<file path="src/rtl/count_monitor.sv">
// count_monitor: watches an upstream 4-bit counter, locks after a run
// of correct steps, and logs wraps and in-lock mismatches.
module count_monitor #(
  parameter int unsigned LOCK_N = 4
) (
  input  logic       clk,
  input  logic       reset,
  input  logic [3:0] q_in,
  input  logic       en,
  input  logic       cnt_rst,
  input  logic       clr_err,
  output logic       locked,
  output logic       wrap_pulse,
  output logic [7:0] wrap_cnt,
  output logic       err,
  output logic [7:0] err_cnt,
  output logic [3:0] last_bad
);

  typedef enum logic [1:0] {
    ACQ,
    TRACK,
    LOCK
  } state_t;

  state_t     state, state_n;
  logic [3:0] prev_q;
  logic [3:0] gcnt, gcnt_n;
  logic [3:0] expd;
  logic       good;
  logic       bad;
  logic       wrap;

  always_comb begin
    expd    = en ? prev_q + 4'd1 : prev_q;
    good    = (q_in == expd);
    state_n = state;
    gcnt_n  = gcnt;
    bad     = 1'b0;
    wrap    = 1'b0;
    if (cnt_rst) begin
      state_n = ACQ;
      gcnt_n  = 4'd0;
    end else begin
      wrap = (state != ACQ) && (prev_q == 4'hf)
          && en && (q_in == 4'h0);
      unique case (state)
        ACQ: begin
          state_n = TRACK;
          gcnt_n  = 4'd0;
        end
        TRACK: begin
          if (good) begin
            gcnt_n = gcnt + 4'd1;
            if (gcnt_n == LOCK_N[3:0])
              state_n = LOCK;
          end else begin
            gcnt_n = 4'd0;
          end
        end
        LOCK: begin
          if (!good) begin
            bad     = 1'b1;
            gcnt_n  = 4'd0;
            state_n = TRACK;
          end
        end
        default: begin
          state_n = ACQ;
          gcnt_n  = 4'd0;
        end
      endcase
    end
  end

  always_ff @(posedge clk or negedge reset) begin
    if (!reset) begin
      state      <= ACQ;
      gcnt       <= 4'd0;
      prev_q     <= 4'd0;
      locked     <= 1'b0;
      wrap_pulse <= 1'b0;
      wrap_cnt   <= 8'd0;
      err        <= 1'b0;
      err_cnt    <= 8'd0;
      last_bad   <= 4'd0;
    end else begin
      state      <= state_n;
      gcnt       <= gcnt_n;
      prev_q     <= q_in;
      locked     <= (state_n == LOCK);
      wrap_pulse <= wrap;
      if (wrap && wrap_cnt != 8'hff)
        wrap_cnt <= wrap_cnt + 8'd1;
      // a same-cycle mismatch beats the clear
      if (bad) begin
        err      <= 1'b1;
        last_bad <= q_in;
        if (clr_err)
          err_cnt <= 8'd1;
        else if (err_cnt != 8'hff)
          err_cnt <= err_cnt + 8'd1;
      end else if (clr_err) begin
        err      <= 1'b0;
        err_cnt  <= 8'd0;
        last_bad <= 4'd0;
      end
    end
  end

endmodule

</file>
<file path="config.mk">
export PLATFORM = sky130hd
export DESIGN_NAME = count_monitor
export DESIGN_NICKNAME = d
export VERILOG_FILES = /design/src/rtl/count_monitor.sv
export SDC_FILE = /design/constraint.sdc
export NUM_CORES = 1
export LEC_CHECK = 0
export CORE_MARGIN = 5
export CORE_UTILIZATION = 50
export CTS_CLUSTER_SIZE = 16
export DETAILED_ROUTE_END_ITERATION = 12
export GPL_TIMING_DRIVEN = 0
export PLACE_DENSITY = 0.77
export SYNTH_ARGS = -nofsm -noshare
export SYNTH_HDL_FRONTEND = slang
export SYNTH_SLANG_ARGS = --single-unit
</file>
<file path="constraint.sdc">
create_clock -name clk -period 5.38 [get_ports clk]
set_input_delay 0.807 -clock clk [delete_from_list [all_inputs] [get_ports clk]]
set_output_delay 0.807 -clock clk [all_outputs]
set_load 0.1 [all_outputs]
</file>
==> reports/metrics.json, run 1 <==
{
  "outcome": "finished, final reports clean",
  "syn-num-nets": 162,
  "yosys_warnings": 0,
  "routedWlPerCell_um": 15.3,
  "number_of_enable_type_register_cells_in_the_synthesized_netlist": 0,
  "cts_setup_buffers": 0,
  "areaGrowthSynthToFinish_pct": 24.4,
  "setup_crit_path_kind": "flip-flop to primary output",
  "max_slew_headroom_pct": 34.6,
  "layout.nets": 199,
  "clkLatencyLatePin_ns": 0.33,
  "io_buffers": 30,
  "hold_slack_ns": 0.503,
  "die-width_um": 67.8,
  "cts_num_sinks": 33,
  "multi_input_comb_area_um2": 798,
  "floorplan.io_pins": 32,
  "max_slew.worst_pin.slew_ns": 0.978,
  "most_used_dff_post_synth": "dfrtp_1",
  "detail_route.vias_per_cell": 5.74,
  "share_of_flip_flops_with_an_asynchronous_set_or_reset_pct": 100,
  "ctsLongestPathBuffers": 2,
  "clock-root-buffer": "clkbuf_4",
  "layout_worst_path_cycle_share_pct": 51.5,
  "crit_fanout": 7,
  "timing.critical_path.from_type": "flip-flop",
  "post_route_cells_drive_above_1_share_pct": 14.6,
  "final_max_slew_viol_count": 0,
  "leakage_dissipation_nw": 0.876,
  "globalRouteTotalUtil_pct": 17.6,
  "setup_total_negative_slack_ns": 0,
  "final-hold-violation-count": 0,
  "placement_rows": 21,
  "cp_data_arrival_time_ns": 1.96,
  "remaining_routing_drc_violations": 0,
  "cap_viol_max_count": 0,
  "number_of_drc_markers_after_the_initial_detailed_route_iteration": 81,
  "worstHoldStart": "wrap_cnt[5]$_DFFE_PN0P_",
  "postSynthAreaPerCell_um2": 11.3,
  "start_util_pct": 50.9,
  "initial_antenna_violation_count": 0,
  "postRouteAntennaNets": 0,
  "setup-violations-final": 0,
  "synthDistinctLibCells": 48,
  "worst_r2r_path_depth": 8,
  "cts_tree": "done",
  "critical_path.reg2reg.endpoint": "last_bad[0]$_DFFE_PN0P_",
  "seqCellArea_um2": 826,
  "worst_hold_path_type": "flip-flop to flip-flop",
  "tritoncts.num_buffers": 5,
  "cts_max_level": 2,
  "cts_repair_resize_count": 0,
  "die_h_um": 67.8,
  "nFillCells": 274,
  "postSynthRegisterBits": 33,
  "grt_overflow": 0,
  "max_frequency_ghz": 0.361,
  "power.density_cell_area_mw_per_mm2": 204,
  "ir_worst_vdd_v": 0.000175,
  "timing.critical_path.required_ns": 4.57,
  "ff2ff_setup_slack_ns": 3.24,
  "design.core.area_mm2": 0.00328,
  "whs_endpoint": "wrap_cnt[5]$_DFFE_PN0P_",
  "r2r_startpoint": "prev_q[0]$_DFF_PN0_",
  "clkTransAtPathRegs_ns": 0.09,
  "finClkSkew_ns": 0.00582,
  "count_of_buffer_and_inverter_cells_on_the_critical_path": 1,
  "synthCells": 148,
  "grt_pass1_vias": 1350,
  "grt_pass1_wl_mm": 6.08,
  "worst_path_dominant_cell_family": "buffers and inverters",
  "cpPeakStageDelay_ns": 1.18,
  "rsz0062_at_grt": "false",
  "worstPathCellList": "clkdlybuf4s50_1",
  "hold_fix_buffers_cts": 0,
  "layout.cells.most_common": "dfrtp_1",
  "critPathCaptureType": "primary output",
  "design.die.area_mm2": 0.00460,
  "drt_pass1_iterations": 4,
  "hold_depth": 1,
  "most-common-layout-cells": "33 x dfrtp_1, 29 x clkdlybuf4s50_1, 8 x xnor2_1, 8 x a21oi_1",
  "antenna_cells_inserted": 0,
  "grt_max_degree": 34,
  "final.min_clock_period_ns": 2.77,
  "seq_area_frac_synth_pct": 49.4,
  "gp_congestion": 0.839,
  "routed_wl_mm": 3.54,
  "post_synth_instance_area_mm2": 0.00167,
  "critical-path-slowest-cell": "clkdlybuf4s50_1",
  "detailedPlacementHpwl_mm": 2.57,
  "dr_total_vias": 1325
}
==> layer usage <==
layer / wire, um / up-vias / track usage [%] / share of wire [%]
met5: 0 / - / 0 / 0
met4: 54 / 0 / 7.20 / 1.5
met3: 178 / 8 / 5.75 / 5.0
met2: 1670 / 38 / 27.7 / 47
met1: 1630 / 649 / 22.5 / 46
li1: - / 630 / - / -
==> flip-flops by register name, indices dropped and copies added, names as in the netlist <==
register	count
err	1
locked	1
state	2
last_bad	4
wrap_cnt	8
wrap_pulse	1
gcnt	4
prev_q	4
err_cnt	8
==> metrics by stage <==
stage / std cells / power [W] / instance area [um2] / util [%] / setup slack (ns)
after floorplan: 148 / 0.000276 / 1670 / - / 2.97
after global placement: 224 / 0.000291 / 2030 / 61.8 / 2.51
after detailed placement: 224 / 0.000293 / 2030 / 61.7 / 2.43
after CTS: 231 / 0.000432 / 2080 / 63.4 / 2.58
after global routing: 231 / 0.000448 / 2080 / 63.4 / 2.52
final: 231 / 0.000425 / 2080 / 63.4 / 2.61
==> how the worst max path moves through the flow <==
stage	start	endpoint	slack, ns	cells after the start
after floorplan	err_cnt[0]$_DFFE_PN0P_	err_cnt[5]$_DFFE_PN0P_	2.97	6
after global placement	q_in[2]	last_bad[0]$_DFFE_PN0P_	2.51	8
after detailed placement	q_in[2]	last_bad[0]$_DFFE_PN0P_	2.43	8
after CTS	err_cnt[0]$_DFFE_PN0P_	err_cnt[0]	2.58	1
after global routing	err_cnt[0]$_DFFE_PN0P_	err_cnt[0]	2.52	1
final	err_cnt[0]$_DFFE_PN0P_	err_cnt[0]	2.61	1
==> cell usage after synthesis, types with 5 or more instances <==
master / number / share of area (%)
xnor2_1: 8 / 4.2
a21oi_1: 8 / 2.4
nand3_1: 6 / 1.8
ha_1: 5 / 3.7
nor3b_1: 5 / 2.2
o21ai_0: 5 / 1.5
dfrtp_1: 33 / 49
or4_1: 5 / 2.2
nor2_1: 5 / 1.1
xor2_1: 6 / 3.1
nand4_1: 5 / 1.9
==> layout make-up <==
cell class                 count  share of cell area [%]
buffer                         6                    1.80
sequential                    33                    39.7
clock buffer                   7                    2.65
tap                           46                    2.77
timing repair buffer          30                    14.2
inverter                       3                   0.541
multi-input combinational    106                    38.4
==> logic make-up after synthesis <==
| group | synth area share [%] |
|---|---|
| and+or+nand+nor | 19.1 |
| buffers and inverters | 2.92 |
| muxes | 1.27 |
| adders and majority gates | 3.74 |
| xor gates and xnor gates | 8.68 |
| AOI/OAI and AO/OA | 15.0 |
| DFF | 49.4 |
==> power by group <==
part            total, W  internal, W  switching [W]
sequential      0.000253     0.000250     0.00000271
combinational  0.0000350    0.0000147      0.0000203
clock           0.000137    0.0000616      0.0000754
total           0.000425     0.000326      0.0000984
Power figures use the tool's default switching activity.
==> run 2: changes to the inputs <==
--- a/config.mk
+++ b/config.mk
@@ -6,11 +6,11 @@
 export NUM_CORES = 1
 export LEC_CHECK = 0
 export CORE_MARGIN = 5
-export CORE_UTILIZATION = 50
+export CORE_UTILIZATION = 46
 export CTS_CLUSTER_SIZE = 16
 export DETAILED_ROUTE_END_ITERATION = 12
 export GPL_TIMING_DRIVEN = 0
-export PLACE_DENSITY = 0.77
+export PLACE_DENSITY = 0.75
 export SYNTH_ARGS = -nofsm -noshare
 export SYNTH_HDL_FRONTEND = slang
 export SYNTH_SLANG_ARGS = --single-unit
==> constraint.sdc (replaced) <==
create_clock -name clk -period 2.4 [get_ports clk]
set_input_delay 0.36 -clock clk [delete_from_list [all_inputs] [get_ports clk]]
set_output_delay 0.36 -clock clk [all_outputs]
set_load 0.1 [all_outputs]
==> run 2 against run 1 <==
Compared with the run above:
- core utilization is 5.0 points lower
- worst setup slack worse by 2.5 ns
- final area up 0.42%
- sequential share of layout area decreased by 0.11 points
- critical path type unchanged
- global-route usage decreased by 1.0 points
- power increased by 130%
==> reports/metrics.json, run 2 (synthesis results as in run 1) <==
{
  "rsz0062_at_grt": "false",
  "hold_fix_buffers_cts": 0,
  "worst_r2r_path_depth": 8,
  "timing.critical_path.from_type": "flip-flop",
  "grt_pass1_vias": 1391,
  "initial_antenna_violation_count": 0,
  "grt_overflow": 0,
  "cp_data_arrival_time_ns": 1.96,
  "cts_repair_resize_count": 0,
  "worstPathCellList": "clkdlybuf4s50_1",
  "antenna_cells_inserted": 0,
  "grt_max_degree": 34,
  "number_of_drc_markers_after_the_initial_detailed_route_iteration": 60,
  "grt_pass1_wl_mm": 6.41,
  "reg.largest.list": "err_cnt (8), wrap_cnt (8)",
  "critPathCaptureType": "primary output",
  "tritoncts.num_buffers": 5,
  "die_h_um": 70.3,
  "start_util_pct": 46.7,
  "setup_crit_path_kind": "flip-flop to primary output",
  "cts_max_level": 2,
  "outcome": "finished, final reports clean",
  "clkLatencyLatePin_ns": 0.34,
  "crit_fanout": 6,
  "final.min_clock_period_ns": 2.32,
  "postRouteAntennaNets": 0,
  "count_of_buffer_and_inverter_cells_on_the_critical_path": 1,
  "gp_congestion": 0.855,
  "global_route.usage.met3_pct": 7.77,
  "setup-violations-final": 0,
  "post-layout-total-power_w": 0.000962,
  "cpPeakStageDelay_ns": 1.17,
  "max_frequency_ghz": 0.431,
  "globalRouteTotalUtil_pct": 16.6,
  "layout.cells.most_common": "dfrtp_1",
  "critical_path.reg2reg.endpoint": "last_bad[1]$_DFFE_PN0P_",
  "worst_setup_path_endpoint": "err_cnt[2]",
  "clkTransAtPathRegs_ns": 0.10,
  "ir_worst_vdd_v": 0.000207,
  "cts_setup_buffers": 0,
  "critical_path.startpoint": "err_cnt[2]$_DFFE_PN0P_",
  "ff2ff_setup_slack_ns": 0.27,
  "layout.cell_area.non_filler_mm2": 0.00209,
  "finClkSkew_ns": 0.00812,
  "most-common-layout-cells": "32 x dfrtp_1, 27 x clkdlybuf4s50_1, 8 x xnor2_1, 8 x a21oi_1",
  "dr_total_vias": 1303,
  "max_slew_headroom_pct": 34.4,
  "cts_tree": "done",
  "layout_worst_path_cycle_share_pct": 96.6,
  "io_buffers": 30,
  "post_route_cells_drive_above_1_share_pct": 15.1,
  "floorplan.io_pins": 32,
  "detail_route.vias_per_cell": 5.59,
  "ctsLongestPathBuffers": 2,
  "worst_hold_path_type": "input port to asynchronous set/reset pin",
  "final-hold-violation-count": 0,
  "routedWlPerCell_um": 15.2,
  "routing_usage_on_met2_pct": 27.0,
  "layout.nets": 199,
  "cts_num_sinks": 33,
  "critical_path_depth": 1,
  "leakage_dissipation_nw": 0.912,
  "placement_rows": 22,
  "timing.critical_path.required_ns": 2.04,
  "worst_path_dominant_cell_family": "buffers and inverters",
  "routed_wl_mm": 3.54,
  "areaGrowthSynthToFinish_pct": 24.9,
  "final_max_slew_viol_count": 0,
  "remaining_routing_drc_violations": 0,
  "drt_pass1_iterations": 4,
  "top_usage_layer": "met2",
  "power.density_cell_area_mw_per_mm2": 460,
  "detailedPlacementHpwl_mm": 2.59,
  "critical-path-slowest-cell": "clkdlybuf4s50_1",
  "clock-root-buffer": "clkbuf_4",
  "cap_viol_max_count": 0,
  "dpl_cell_area_mm2": 0.00203,
  "max_slew.worst_pin.slew_ns": 0.981,
  "die-width_um": 70.3,
  "grt_util_met1_pct": 19.0,
  "design.die.area_mm2": 0.00494,
  "r2r_startpoint": "prev_q[0]$_DFF_PN0_",
  "design.core.area_mm2": 0.00358
}
run 2: cell types whose count changed in the layout (fill, tap and decap cells not counted):
cell,change
dlymetal6s2s_1,+2
dfrtp_1,-1
clkdlybuf4s50_1,-2
dfrtp_2,+1
run 2: final cells by class:
cell class	instances	area (um2)
clock buffers	7	55.1
inverters	3	11.3
well taps	48	60.1
fillers	320	1490
flip-flops and latches	33	827
multi-input cells	106	798
plain buffers	6	37.5
repair buffers	30	300
run 2: metrics by stage:
stage	util (%)	TNS [ns]	hold WS (ns)	instances	worst slack (ns)
2_1_floorplan	-	0	0.0644	148	0.0216
3_3_place_gp	56.9	-0.100	0.483	226	-0.0408
3_5_place_dp	56.7	-0.271	0.460	226	-0.0800
4_1_cts	58.3	0	0.0924	233	0.0537
5_1_grt	58.4	0	0.118	233	0.00744
6_report	58.4	0	0.0786	233	0.0820
run 2: worst reg2reg max path, stage by stage, from the launching register on:
cell and delay [ns]:
dfrtp_1 0.41, ha_1 0.24, xnor3_1 0.39, nand3_2 0.08
a211oi_2 0.26, buf_6 0.18, buf_4 0.18, nor3b_1 0.07
a31o_2 0.21
run 2: routing by layer:
metal | vias up | share of wire (%) | wire length [um]
met5 | - | 0 | 0
met2 | 39 | 49 | 1740
met3 | 6 | 5.6 | 200
met1 | 634 | 44 | 1550
met4 | 0 | 1.5 | 53
li1 | 624 | - | -
run 2: power breakdown:
| group | internal (W) | switching [W] |
|---|---|---|
| Clock | 0.000138 | 0.000178 |
| Combinational | 0.0000330 | 0.0000455 |
| Sequential | 0.000561 | 0.00000596 |
| Total | 0.000732 | 0.000230 |
run 2: worst min-delay path by stage:
| stage | end | slack (ns) | startpoint |
|---|---|---|---|
| 2_1_floorplan | err$_DFFE_PN0P_ | 0.06 | reset |
| 3_3_place_gp | wrap_cnt[5]$_DFFE_PN0P_ | 0.48 | wrap_cnt[5]$_DFFE_PN0P_ |
| 3_5_place_dp | locked$_DFF_PN0_ | 0.46 | reset |
| 4_1_cts | gcnt[2]$_DFFE_PN0P_ | 0.09 | reset |
| 5_1_grt | gcnt[2]$_DFFE_PN0P_ | 0.12 | reset |
| 6_report | gcnt[3]$_DFFE_PN0P_ | 0.08 | reset |
